<file path="config.mk">
export PLATFORM = sky130hd
export DESIGN_NAME = axi_arbiter
export DESIGN_NICKNAME = d
export VERILOG_FILES = /design/src/rtl/axi_arbiter.sv
export SDC_FILE = /design/constraint.sdc
export NUM_CORES = 1
export LEC_CHECK = 0
export CORE_AREA = 5 5 160 162
export DETAILED_ROUTE_END_ITERATION = 7
export DIE_AREA = 0 0 165 167
export PLACE_DENSITY = 0.56
export SLEW_MARGIN = 40
export SYNTH_ARGS = -nofsm -noshare
export SYNTH_HDL_FRONTEND = slang
export SYNTH_SLANG_ARGS = --single-unit
export TNS_END_PERCENT = 1
</file>
<file path="constraint.sdc">
create_clock -name clk -period 2.9 [get_ports clk]
set_input_delay 0.725 -clock clk [delete_from_list [all_inputs] [get_ports clk]]
set_output_delay 0.725 -clock clk [all_outputs]
set_load 0.03 [all_outputs]
</file>
<file path="src/rtl/axi_arbiter.sv">
// axi_arbiter: two masters share one slave through simple valid/ready write
// and read requests. Each response is a single-cycle pulse. A response
// timeout makes sure a master is never left waiting forever.
//
// state | meaning
// IDLE  | no owner; choose a requesting master, prio breaks a tie
// GRANT | forward the owner's latched request and wait for the slave to accept
// BUSY  | request accepted; wait for bvalid/rvalid or for the timeout
module axi_arbiter #(
  parameter logic [7:0] TIMEOUT = 8'd255
) (
  input  logic        clk,
  input  logic        rst,
  input  logic        m0_wvalid,
  output logic        m0_wready,
  input  logic [31:0] m0_awaddr,
  input  logic [31:0] m0_wdata,
  input  logic [3:0]  m0_wstrb,
  output logic        m0_bvalid,
  input  logic        m0_arvalid,
  output logic        m0_arready,
  input  logic [31:0] m0_araddr,
  output logic        m0_rvalid,
  output logic [31:0] m0_rdata,
  input  logic        m1_wvalid,
  output logic        m1_wready,
  input  logic [31:0] m1_awaddr,
  input  logic [31:0] m1_wdata,
  input  logic [3:0]  m1_wstrb,
  output logic        m1_bvalid,
  input  logic        m1_arvalid,
  output logic        m1_arready,
  input  logic [31:0] m1_araddr,
  output logic        m1_rvalid,
  output logic [31:0] m1_rdata,
  output logic        s_wvalid,
  input  logic        s_wready,
  output logic [31:0] s_awaddr,
  output logic [31:0] s_wdata,
  output logic [3:0]  s_wstrb,
  input  logic        s_bvalid,
  output logic        s_arvalid,
  input  logic        s_arready,
  output logic [31:0] s_araddr,
  input  logic        s_rvalid,
  input  logic [31:0] s_rdata,
  output logic        timeout_err,
  output logic [7:0]  timeout_cnt
);

  localparam logic [1:0] ST_IDLE  = 2'd0;
  localparam logic [1:0] ST_GRANT = 2'd1;
  localparam logic [1:0] ST_BUSY  = 2'd2;

  logic [1:0] state_q, state_d;
  logic       owner_q, owner_d;
  logic       is_read_q, is_read_d;
  logic       prio_q, prio_d;
  logic [7:0] tmr_q, tmr_d;
  logic       timeout_err_q, timeout_err_d;
  logic [7:0] timeout_cnt_q, timeout_cnt_d;

  logic        req0, req1, new_owner, new_wvalid;
  logic        own_wvalid, own_arvalid, own_valid;
  logic        in_grant, in_busy, grant_w, grant_r;
  logic        hs, resp, tmo, done;
  logic [31:0] rdata_sel;

  assign req0       = m0_wvalid | m0_arvalid;
  assign req1       = m1_wvalid | m1_arvalid;
  assign new_owner  = (req0 & req1) ? prio_q : req1;
  assign new_wvalid = new_owner ? m1_wvalid : m0_wvalid;

  assign own_wvalid  = owner_q ? m1_wvalid : m0_wvalid;
  assign own_arvalid = owner_q ? m1_arvalid : m0_arvalid;
  assign own_valid   = is_read_q ? own_arvalid : own_wvalid;

  assign in_grant = (state_q == ST_GRANT);
  assign in_busy  = (state_q == ST_BUSY);
  assign grant_w  = in_grant & ~is_read_q;
  assign grant_r  = in_grant & is_read_q;

  // The payload follows the owner at all times. Only the valids are gated,
  // so address and data reach the slave with no added latency.
  assign s_awaddr  = owner_q ? m1_awaddr : m0_awaddr;
  assign s_wdata   = owner_q ? m1_wdata : m0_wdata;
  assign s_wstrb   = owner_q ? m1_wstrb : m0_wstrb;
  assign s_araddr  = owner_q ? m1_araddr : m0_araddr;
  assign s_wvalid  = grant_w & own_wvalid;
  assign s_arvalid = grant_r & own_arvalid;

  assign m0_wready  = grant_w & ~owner_q & s_wready;
  assign m1_wready  = grant_w & owner_q & s_wready;
  assign m0_arready = grant_r & ~owner_q & s_arready;
  assign m1_arready = grant_r & owner_q & s_arready;

  assign hs   = (s_wvalid & s_wready) | (s_arvalid & s_arready);
  // Responses are only looked at in BUSY. A pulse of the wrong kind, or one
  // that arrives in any other state, is dropped.
  assign resp = in_busy & (is_read_q ? s_rvalid : s_bvalid);
  assign tmo  = in_busy & ~resp & (tmr_q == TIMEOUT);
  assign done = resp | tmo;

  assign rdata_sel = tmo ? 32'hDEAD_BEEF : s_rdata;
  assign m0_bvalid = done & ~is_read_q & ~owner_q;
  assign m1_bvalid = done & ~is_read_q & owner_q;
  assign m0_rvalid = done & is_read_q & ~owner_q;
  assign m1_rvalid = done & is_read_q & owner_q;
  assign m0_rdata  = (in_busy & ~owner_q) ? rdata_sel : 32'h0;
  assign m1_rdata  = (in_busy & owner_q) ? rdata_sel : 32'h0;

  assign timeout_err = timeout_err_q;
  assign timeout_cnt = timeout_cnt_q;

  // Next-state logic for the arbitration FSM, the timer and the timeout status.
  always_comb begin
    state_d       = state_q;
    owner_d       = owner_q;
    is_read_d     = is_read_q;
    prio_d        = prio_q;
    tmr_d         = tmr_q;
    timeout_err_d = timeout_err_q;
    timeout_cnt_d = timeout_cnt_q;
    case (state_q)
      ST_IDLE: begin
        if (req0 | req1) begin
          owner_d   = new_owner;
          is_read_d = ~new_wvalid;
          state_d   = ST_GRANT;
        end
      end
      ST_GRANT: begin
        if (hs) begin
          tmr_d   = 8'd0;
          state_d = ST_BUSY;
        end else if (!own_valid) begin
          state_d = ST_IDLE;
        end
      end
      ST_BUSY: begin
        if (done) begin
          state_d = ST_IDLE;
          prio_d  = ~owner_q;
          if (tmo) begin
            timeout_err_d = 1'b1;
            if (timeout_cnt_q != 8'hFF) timeout_cnt_d = timeout_cnt_q + 8'd1;
          end
        end else begin
          tmr_d = tmr_q + 8'd1;
        end
      end
      default: state_d = ST_IDLE;
    endcase
  end

  // State registers. Asynchronous reset drops any transaction in flight.
  always_ff @(posedge clk or posedge rst) begin
    if (rst) begin
      state_q       <= ST_IDLE;
      owner_q       <= 1'b0;
      is_read_q     <= 1'b0;
      prio_q        <= 1'b0;
      tmr_q         <= 8'd0;
      timeout_err_q <= 1'b0;
      timeout_cnt_q <= 8'd0;
    end else begin
      state_q       <= state_d;
      owner_q       <= owner_d;
      is_read_q     <= is_read_d;
      prio_q        <= prio_d;
      tmr_q         <= tmr_d;
      timeout_err_q <= timeout_err_d;
      timeout_cnt_q <= timeout_cnt_d;
    end
  end

endmodule

</file>
==> qor.txt, run 1 <==
Slew Limit Fails -> 0
wire length per cell -> 22.3 um
Post-Place Worst Slack -> -0.384 ns
Power Dens Cells -> 661 nW/um2
Vias per Instance -> 4.08
CP startpoint kind -> input pin
CTS Buf Count -> 3
Worst EP arrival -> 2.12 ns
Yosys cell types -> 49
final total power -> 5.71 mW
post-synthesis simple-gate area fraction -> 14.4%
DRT Pass-1 Iters -> 4
Post-Synth XOR/XNOR Area -> 1.88%
Post-Syn Area per Cell -> 9.38 um2
Synth Warn # -> 0
antenna viol nets, final -> 0
Max VDD drop -> 0.318 mV
Die H -> 167 um
ys flop type -> dfrtp_1
FF-to-FF End -> timeout_cnt[7]$_DFFE_PP0P_
Post-Syn Area -> 3200 um2
highest-count cells in the layout ignoring fill and taps -> 303 x clkdlybuf4s50_1, 103 x mux2_2, 70 x buf_4, 53 x buf_12, 49 x o21a_1
dpl cells -> 1080
Fin. Hold Viols -> 0
PortBufs -> 424
adder-cell share of the synthesized area -> 2.35%
synthesized flop and latch total -> 22
max-cap viol count -> 0
Nets -> 1023
post-synthesis compound-gate area fraction -> 19.9%
fmax -> 0.351 GHz
non-filler cells, final -> 1099
Reg2Reg Depth -> 7
worst skew pair latency -> 0.26 ns
post-detail-place hpwl -> 20500 um
main combinational cell family by area after synthesis -> multiplexers
Root Driver -> clkbuf_16
worst hold-check slack -> 0.480 ns
final instance area -> 8640 um2
Tcrit/Tclk final -> 98.2%
HP Class -> flop to flop
slew at the pin closest to its max-slew limit -> 0.570 ns
total gr overflow -> 0
most common cell after layout, fill and taps aside -> clkdlybuf4s50_1
mux share of post-synthesis cell area -> 38.4%
area after detailed placement -> 8290 um2
area grow syn2layout -> 170%
setup ws final -> 0.0526 ns
Die W -> 165 um
Mapped Nets -> 589
critical path class -> input pin to output port
share of layout cells above drive strength 1 -> 35.3%
Routed WL -> 24500 um
EDFF count, synth -> 0
Post-synth ARST share -> 100%
gr usage total -> 16.3%
Row Count -> 57
Seq/Total Area, Yosys -> 17.2%
final setup TNS -> 0 ns
Reg2Reg Setup Slack -> 0.69 ns
unrepaired setup endpoints after global routing -> true
CTS H-tree lvls -> 1
hold path depth -> 1
routed via count -> 4485
Initial DRC Count -> 180
post-layout min period -> 2.85 ns
die footprint -> 27600 um2
first-pass GRT wire length -> 33700 um
final estimated routing congestion in global placement -> 0.862
Core Util, Final -> 36.1%
# clock sinks -> 22
critical-path maximum fanout -> 1
core area -> 24000 um2
Setup-failing EPs final -> 0
Worst setup EP type -> output port
largest net degree at the start of global routing -> 34
Mapped Cells -> 341
Reg clk slew, reported paths -> 0.06 ns
initial core utilization -> 13.4%
initial antenna violation count -> 2
DRC errors left -> 0
Clock Skews -> 0.00408 ns
CTS tree -> yes
number of global-route vias before repair -> 4666
Critical Path RT -> 2.17 ns
status -> finished, final reports clean
min-delay src -> timeout_err$_DFFE_PP0P_
# IOs -> 425
max_slew headroom -> 61.9%
Hold Path Sink -> timeout_err$_DFFE_PP0P_
leak pwr -> 3.59 nW
CTS Hold Bufs -> 0
CTS Buffer Depth -> 2
r2r startpoint -> tmr_q[0]$_DFFE_PP0P_
## flip-flops by register name (all words and copies together), names as in the netlist
name	count
timeout_cnt	8
state_q	2
prio_q	1
owner_q	1
tmr_q	8
timeout_err	1
is_read_q	1
## routing by layer
layer	wire, um	up-vias	GRT usage (%)
met5	0	-	0
met4	44	0	0.759
met3	2380	6	5.54
met2	12100	191	28.5
met1	9940	2123	20.3
li1	-	2165	-
## layout make-up
class	instances	area, um2
fillers	2443	15300
repair buffers	459	5030
multi-input cells	278	2530
flip-flops and latches	22	554
well taps	324	405
clock buffers	4	78.8
inverters	11	41.3
diodes	1	2.50
## kinds of logic (layout without fill, tap and decap cells)
kind of cell | count (synthesis) | after routing
AOI/OAI and AO/OA | 79 | 79
buffers and inverters | 42 | 474
other | 0 | 1
xor gates and xnor gates | 6 | 6
adders and majority gates | 6 | 6
muxes | 109 | 109
DFF | 22 | 22
and+or+nand+nor | 77 | 78
## critical path, stage by stage
cell	delay, ns
clkdlybuf4s50_1	0.56
mux2_2	0.18
clkdlybuf4s50_1	0.66
## cells in the mapped netlist, drive strengths merged, types with 2 or more instances
master | count | area share [%]
nor2 | 10 | 1.2
a221o | 2 | 0.63
o2bb2ai | 2 | 0.55
nor3 | 7 | 1.1
dfrtp | 22 | 17
nand4 | 2 | 0.86
and4 | 5 | 1.4
and3 | 21 | 4.1
inv | 11 | 1.3
o22ai | 2 | 0.39
ha | 6 | 2.3
nand2b | 3 | 0.59
o21ai | 4 | 0.63
o21a | 49 | 11
mux2 | 105 | 37
clkbuf | 11 | 1.3
xor2 | 5 | 1.4
mux2i | 4 | 1.4
a22oi | 2 | 0.90
o211ai | 4 | 1.4
o211a | 2 | 0.63
a21oi | 3 | 0.47
buf | 20 | 3.2
a22o | 2 | 0.55
nor4 | 6 | 1.4
o2111ai | 3 | 0.82
nand2 | 9 | 1.1
nand3 | 8 | 1.3
## how the worst max path moves through the flow
stage                   endpoint                  from  cells after the start  slack, ns
floorplan           m1_rdata[16]              s_rvalid                      6       0.21
global placement    m1_rdata[17]              s_rvalid                      5      -0.36
detailed placement  m1_rdata[24]              s_bvalid                      5      -0.38
CTS                 s_araddr[29]   owner_q$_DFFE_PP0P_                      3       0.01
global route        m0_rdata[31]  tmr_q[1]$_DFFE_PP0P_                      8      -0.02
finish               s_awaddr[0]          m1_awaddr[0]                      3       0.05
## repair_timing
action,in CTS,in global routing
gates cloned,4,0
setup buffers,5,5
gates resized for setup,62,10
pin swaps,3,3
setup endpoints to repair,64,47
## power by group
group	leakage, nW	switching, mW	internal [mW]
combinational	3.25	2.54	2.46
sequential	0.299	0.0622	0.350
clock	0.0382	0.111	0.188
No activity file was read; power rests on OpenSTA's default activity.
==> inputs of run 2 (changes only) <==
--- a/config.mk
+++ b/config.mk
@@ -5,10 +5,11 @@
 export SDC_FILE = /design/constraint.sdc
 export NUM_CORES = 1
 export LEC_CHECK = 0
-export CORE_AREA = 5 5 160 162
+export CORE_AREA = 2 2 165 167
 export DETAILED_ROUTE_END_ITERATION = 7
-export DIE_AREA = 0 0 165 167
-export PLACE_DENSITY = 0.56
+export DIE_AREA = 0 0 167 169
+export HOLD_SLACK_MARGIN = 0.08
+export PLACE_DENSITY = 0.52
 export SLEW_MARGIN = 40
 export SYNTH_ARGS = -nofsm -noshare
 export SYNTH_HDL_FRONTEND = slang
==> constraint.sdc (replaced) <==
create_clock -name clk -period 3.5 [get_ports clk]
set_input_delay 0.875 -clock clk [delete_from_list [all_inputs] [get_ports clk]]
set_output_delay 0.875 -clock clk [all_outputs]
set_load 0.03 [all_outputs]
==> qor.txt, run 2 (same netlist as run 1, synthesis figures left out) <==
critical-path maximum fanout -> 49 (+48)
Tcrit/Tclk final -> 97.6%
critical path class -> input pin to output port
max-cap viol count -> 0 (unchanged)
initial antenna violation count -> 0 (-2)
Slew Limit Fails -> 0 (unchanged)
worst skew pair latency -> 0.26 ns (about the same)
Post-Place Worst Slack -> -0.102 ns (+0.283 ns)
Worst setup EP type -> output port
Met2 Wirelength -> 10700 um (-12%)
CP dominant cell by count -> buf_4
fmax -> 0.293 GHz
# clock sinks -> 22 (unchanged)
largest net degree at the start of global routing -> 50 (+47%)
routed via count -> 4305 (-4.0%)
final setup TNS -> 0 ns (unchanged)
most common cell after layout, fill and taps aside -> clkdlybuf4s50_1
first-pass GRT wire length -> 29000 um (-14%)
initial core utilization -> 12.1% (-1.3 points)
Storage cell area -> 554 um2 (unchanged)
worst hold-check slack -> 0.476 ns (-0.00454 ns)
DRT Pass-1 Iters -> 4 (unchanged)
Root Driver -> clkbuf_16
Vias per Instance -> 3.93 (-3.7%)
Routed WL -> 20900 um (-14%)
Initial DRC Count -> 154 (-14%)
M1 WL -> 8550 um (-14%)
Die H -> 169 um (+1.2%)
antenna viol nets, final -> 0 (unchanged)
Core Util, Final -> 29.6% (-6.4 points)
Reg clk slew, reported paths -> 0.06 ns (about the same)
crit-path cells -> clkdlybuf4s50_1 > mux2i_4 > buf_4 > and4_2 > buf_12 > o21a_1 > buf_4
highest-count cells in the layout ignoring fill and taps -> 348 x clkdlybuf4s50_1, 103 x mux2_2, 68 x buf_4, 49 x o21a_1
Nets -> 1003 (-2.0%)
area grow syn2layout -> 145%
WL met3 -> 1250 um (-47%)
unrepaired setup endpoints after global routing -> false
CP startpoint kind -> input pin
die footprint -> 28200 um2 (+2.4%)
Die W -> 167 um (+1.2%)
number of global-route vias before repair -> 4242 (-9.1%)
Clock Skews -> 0.00480 ns (+0.000719 ns)
final estimated routing congestion in global placement -> 0.790 (-8.4%)
post-detail-place hpwl -> 17800 um (-13%)
Critical Path RT -> 2.62 ns (+0.45 ns)
Fillers -> 2829 (+16%)
status -> finished, final reports clean
CP delay by family, top -> buffers and inverters
HP Class -> flop to flop
total gr overflow -> 0 (unchanged)
gr usage total -> 13.5% (-2.8 points)
Fin. Hold Viols -> 0 (unchanged)
max_slew headroom -> 61.1% (-0.84 points)
CTS H-tree lvls -> 1 (unchanged)
setup ws final -> 0.0840 ns (+0.0314 ns)
CTS Buf Count -> 3 (unchanged)
CP peak stage delay -> 0.45 ns (-0.21 ns)
wire length per cell -> 19.1 um (-14%)
CP bufs+invs -> 4 (+2)
Max VDD drop -> 0.240 mV (-24%)
Ant. Diodes -> 0 (-1)
area of the multi-input gates -> 2480 um2 (-2.2%)
Power Dens Cells -> 524 nW/um2 (-21%)
post-CTS setup buffers -> 0 (-5)
post-layout min period -> 3.42 ns
leak pwr -> 3.32 nW (-7.6%)
slew at the pin closest to its max-slew limit -> 0.583 ns (+0.0126 ns)
core area -> 26500 um2 (+11%)
# IOs -> 425 (unchanged)
Worst EP arrival -> 2.54 ns (+0.42 ns)
share of layout cells above drive strength 1 -> 25.6% (-9.7 points)
DRC errors left -> 0 (unchanged)
CTS Buffer Depth -> 2 (unchanged)
highest metal used -> met4
Row Count -> 60 (+5.3%)
CTS Hold Bufs -> 0 (unchanged)
slowest CP cell -> clkdlybuf4s50_1
Setup-failing EPs final -> 0 (unchanged)
CTS tree -> yes
PortBufs -> 424 (unchanged)
## run 2: cell count changes in the layout (fill, tap and decap cells not counted), moves of 8 or more
cell             previous run  this run
dlygate4sd2_1               1        17
clkdlybuf4s50_1           303       348
buf_12                     53         4
clkdlybuf4s15_2             9         0
buf_6                      12         0
clkdlybuf4s15_1             8         0
## run 2: layout make-up
class	instances	share of cell area, %
clock buffers	4	1.13
inverters	11	0.526
multi-input cells	277	31.6
flip-flops and latches	22	7.06
well taps	341	5.43
repair buffers	440	54.3
## run 2: final timing paths
check	startpoint	endpoint	slack, ns	cells after the start
hold reg to reg	timeout_err$_DFFE_PP0P_	timeout_err$_DFFE_PP0P_	0.48	1
hold / removal	timeout_err$_DFFE_PP0P_	timeout_err$_DFFE_PP0P_	0.48	1
min in group asynchronous	rst	tmr_q[6]$_DFFE_PP0P_	0.97	2
max in group asynchronous	rst	timeout_cnt[3]$_DFFE_PP0P_	1.97	3
setup / recovery	s_rvalid	m1_rdata[9]	0.08	7
setup reg to reg	owner_q$_DFFE_PP0P_	tmr_q[0]$_DFFE_PP0P_	1.09	6
## run 2: metal layers
metal | vias up | global-route usage, %
met4 | 0 | 3.56
met1 | 1993 | 16.7
met3 | 13 | 2.48
met5 | - | 0
met2 | 180 | 24.1
li1 | 2119 | -
## run 2: timing repair
| item | in CTS | in global routing |
|---|---|---|
| pin swaps | 1 | 0 |
| endpoints found under the setup margin | 17 | 50 |
| resized for setup | 17 | 4 |
## run 2: worst reg2reg max path, cell delays in order (launching register included)
cell and delay (ns):
dfrtp_4 0.63, buf_4 0.35, mux2i_1 0.40, nor2_1 0.10, buf_4 0.18, o211ai_4 0.27, mux2_1 0.35
## run 2: power by group
group	switching (mW)	internal, mW	leakage [nW]	total [mW]
registers	0.0825	0.289	0.299	0.372
clock network	0.0944	0.175	0.0442	0.269
logic	1.88	1.60	2.97	3.47
total	2.05	2.06	3.32	4.12
## run 2: through the flow
| step | area, um2 | cells | total power, mW |
|---|---|---|---|
| global route | 7850 | 1095 | 4.32 |
| detailed placement | 7770 | 1091 | 3.89 |
| global placement | 7770 | 1091 | 3.91 |
| finish | 7850 | 1095 | 4.12 |
| floorplan | 3200 | 341 | 2.38 |
| CTS | 7840 | 1095 | 4.18 |
==> inputs of run 3 (changes only) <==
--- a/config.mk
+++ b/config.mk
@@ -5,9 +5,10 @@
 export SDC_FILE = /design/constraint.sdc
 export NUM_CORES = 1
 export LEC_CHECK = 0
-export CORE_AREA = 2 2 165 167
+export CORE_AREA = 2 2 166 168
+export CTS_BUF_LIST = sky130_fd_sc_hd__clkbuf_8
 export DETAILED_ROUTE_END_ITERATION = 7
-export DIE_AREA = 0 0 167 169
+export DIE_AREA = 0 0 168 170
 export HOLD_SLACK_MARGIN = 0.08
 export PLACE_DENSITY = 0.52
 export SLEW_MARGIN = 40
==> constraint.sdc (replaced) <==
create_clock -name clk -period 3.4 [get_ports clk]
set_input_delay 0.85 -clock clk [delete_from_list [all_inputs] [get_ports clk]]
set_output_delay 0.85 -clock clk [all_outputs]
set_load 0.03 [all_outputs]
==> qor.txt, run 3 (same netlist as run 1, synthesis figures left out) <==
status -> finished, final reports clean
CTS Hold Bufs -> 0 (unchanged)
final estimated routing congestion in global placement -> 0.803 (+1.6%)
core area -> 26700 um2 (+0.57%)
WL met3 -> 1790 um (+43%)
Root Driver -> clkbuf_8
unrepaired setup endpoints after global routing -> false
slowest CP cell -> clkdlybuf4s50_1
final setup TNS -> 0 ns (unchanged)
Worst EP arrival -> 2.47 ns (-0.07 ns)
Critical Path RT -> 2.55 ns (-0.07 ns)
PortBufs -> 424 (unchanged)
fmax -> 0.301 GHz
first-pass GRT wire length -> 29500 um (+1.9%)
Setup-failing EPs final -> 0 (unchanged)
max-cap viol count -> 0 (unchanged)
Reg clk slew, reported paths -> 0.08 ns (+0.02 ns)
wire length per cell -> 19.5 um (+2.0%)
CP peak stage delay -> 0.45 ns (about the same)
Met2 Wirelength -> 10700 um (about the same)
CTS tree -> yes
max_slew headroom -> 61.6% (+0.45 points)
Routed WL -> 21500 um (+2.6%)
die footprint -> 28600 um2 (+1.2%)
Clock Skews -> 0.00950 ns (+0.00471 ns)
DRT Pass-1 Iters -> 4 (unchanged)
Die W -> 168 um (+0.60%)
leak pwr -> 3.30 nW (-0.37%)
worst skew pair latency -> 0.26 ns (about the same)
CTS Buf Count -> 3 (unchanged)
post-layout min period -> 3.32 ns
post-detail-place hpwl -> 18700 um (+4.8%)
Fillers -> 2814 (-0.53%)
area grow syn2layout -> 146%
Worst setup EP type -> output port
DRC errors left -> 0 (unchanged)
crit-path cells -> clkdlybuf4s50_1 > mux2i_4 > buf_4 > and4_4 > buf_12 > o21a_1 > buf_4
Fin. Hold Viols -> 0 (unchanged)
CP bufs+invs -> 4 (unchanged)
post-CTS setup buffers -> 0 (unchanged)
CP dominant cell by count -> buf_4
CTS Buffer Depth -> 2 (unchanged)
gr usage total -> 13.7% (+0.12 points)
critical-path maximum fanout -> 49 (unchanged)
Power Dens Cells -> 534 nW/um2 (+1.9%)
Nets -> 1009 (+0.60%)
routed via count -> 4360 (+1.3%)
CP startpoint kind -> input pin
Initial DRC Count -> 131 (-15%)
total gr overflow -> 0 (unchanged)
most common cell after layout, fill and taps aside -> clkdlybuf4s50_1
# IOs -> 425 (unchanged)
number of global-route vias before repair -> 4313 (+1.7%)
Core Util, Final -> 29.5% (-0.12 points)
Row Count -> 60 (unchanged)
antenna viol nets, final -> 0 (unchanged)
highest-count cells in the layout ignoring fill and taps -> 345 x clkdlybuf4s50_1, 103 x mux2_2, 78 x buf_4, 49 x o21a_1
largest net degree at the start of global routing -> 50 (unchanged)
M1 WL -> 8490 um (-0.67%)
Die H -> 170 um (+0.59%)
Vias per Instance -> 3.96 (+0.73%)
critical path class -> input pin to output port
slew at the pin closest to its max-slew limit -> 0.576 ns (-0.00677 ns)
Slew Limit Fails -> 0 (unchanged)
# clock sinks -> 22 (unchanged)
Max VDD drop -> 0.232 mV (-3.2%)
HP Class -> flop to flop
final instance area -> 7870 um2 (+0.18%)
Ant. Diodes -> 0 (unchanged)
Tcrit/Tclk final -> 97.6%
highest metal used -> met4
area after detailed placement -> 7820 um2 (+0.69%)
initial core utilization -> 12.0% (-0.068 points)
CTS H-tree lvls -> 1 (unchanged)
initial antenna violation count -> 0 (unchanged)
CP delay by family, top -> buffers and inverters
share of layout cells above drive strength 1 -> 26.8% (+1.2 points)
[run 3: changes by cell type in the layout (fill, tap and decap cells not counted), moves of 2 or more]
cell / change
clkbuf_16: -3
clkbuf_8: +2
buf_4: +10
dlymetal6s2s_1: -2
buf_12: +2
clkdlybuf4s50_1: -3
[run 3: power breakdown]
part	internal, mW	total [mW]	leakage, nW	switching [mW]
Sequential	0.298	0.362	0.299	0.0639
Clock	0.0806	0.167	0.0269	0.0868
Combinational	1.70	3.67	2.98	1.97
[run 3: path summary, 6_finish.rpt]
check	from	end	slack [ns]	cells past startpoint
hold reg to reg	timeout_err$_DFFE_PP0P_	timeout_err$_DFFE_PP0P_	0.48	1
setup / recovery	s_bvalid	m0_rdata[13]	0.08	7
setup reg to reg	state_q[0]$_DFFE_PP0P_	timeout_cnt[7]$_DFFE_PP0P_	1.00	7
max in group asynchronous	rst	timeout_cnt[5]$_DFFE_PP0P_	1.91	3
hold / removal	timeout_err$_DFFE_PP0P_	timeout_err$_DFFE_PP0P_	0.48	1
min in group asynchronous	rst	tmr_q[1]$_DFFE_PP0P_	0.94	2
[run 3: final cells by class]
cell class,count,area [um2],share of cell area (%)
flip-flops and latches,22,554,7.05
clock inverters,1,3.75,0.0477
clock buffers,3,41.3,0.525
multi-input cells,277,2490,31.6
inverters,11,41.3,0.525
repair buffers,446,4310,54.8
well taps,341,427,5.42
[run 3: metal layers]
| metal | global-route usage [%] | vias to the layer above |
|---|---|---|
| li1 | - | 2126 |
| met1 | 16.3 | 2040 |
| met2 | 24.4 | 180 |
| met3 | 3.70 | 14 |
| met4 | 3.02 | 0 |
| met5 | 0 | - |
[run 3: metrics by stage]
| stage | cells | setup WS [ns] | hold slack, ns | power, mW |
|---|---|---|---|---|
| 3_5_place_dp | 1097 | -0.152 | 0.468 | 4.09 |
| 4_1_cts | 1101 | 0.00346 | 0.488 | 4.26 |
| 2_1_floorplan | 341 | 0.457 | 0.487 | 2.45 |
| 3_3_place_gp | 1097 | -0.140 | 0.458 | 4.10 |
| 6_report | 1101 | 0.0810 | 0.485 | 4.20 |
| 5_1_grt | 1101 | 0.0126 | 0.525 | 4.42 |
[run 3: what timing repair did]
item / CTS / global route
pin swaps: 1 / 0
setup endpoints to repair: 16 / 49
gates resized for setup: 16 / 4
[run 3: worst register-to-register path: stages (launching register included)]
cell and delay [ns]:
dfrtp_1 0.40, inv_1 0.10, ha_1 0.32, and3_1 0.27, nand4_4 0.23, buf_4 0.26
or4b_4 0.55, xnor2_2 0.14
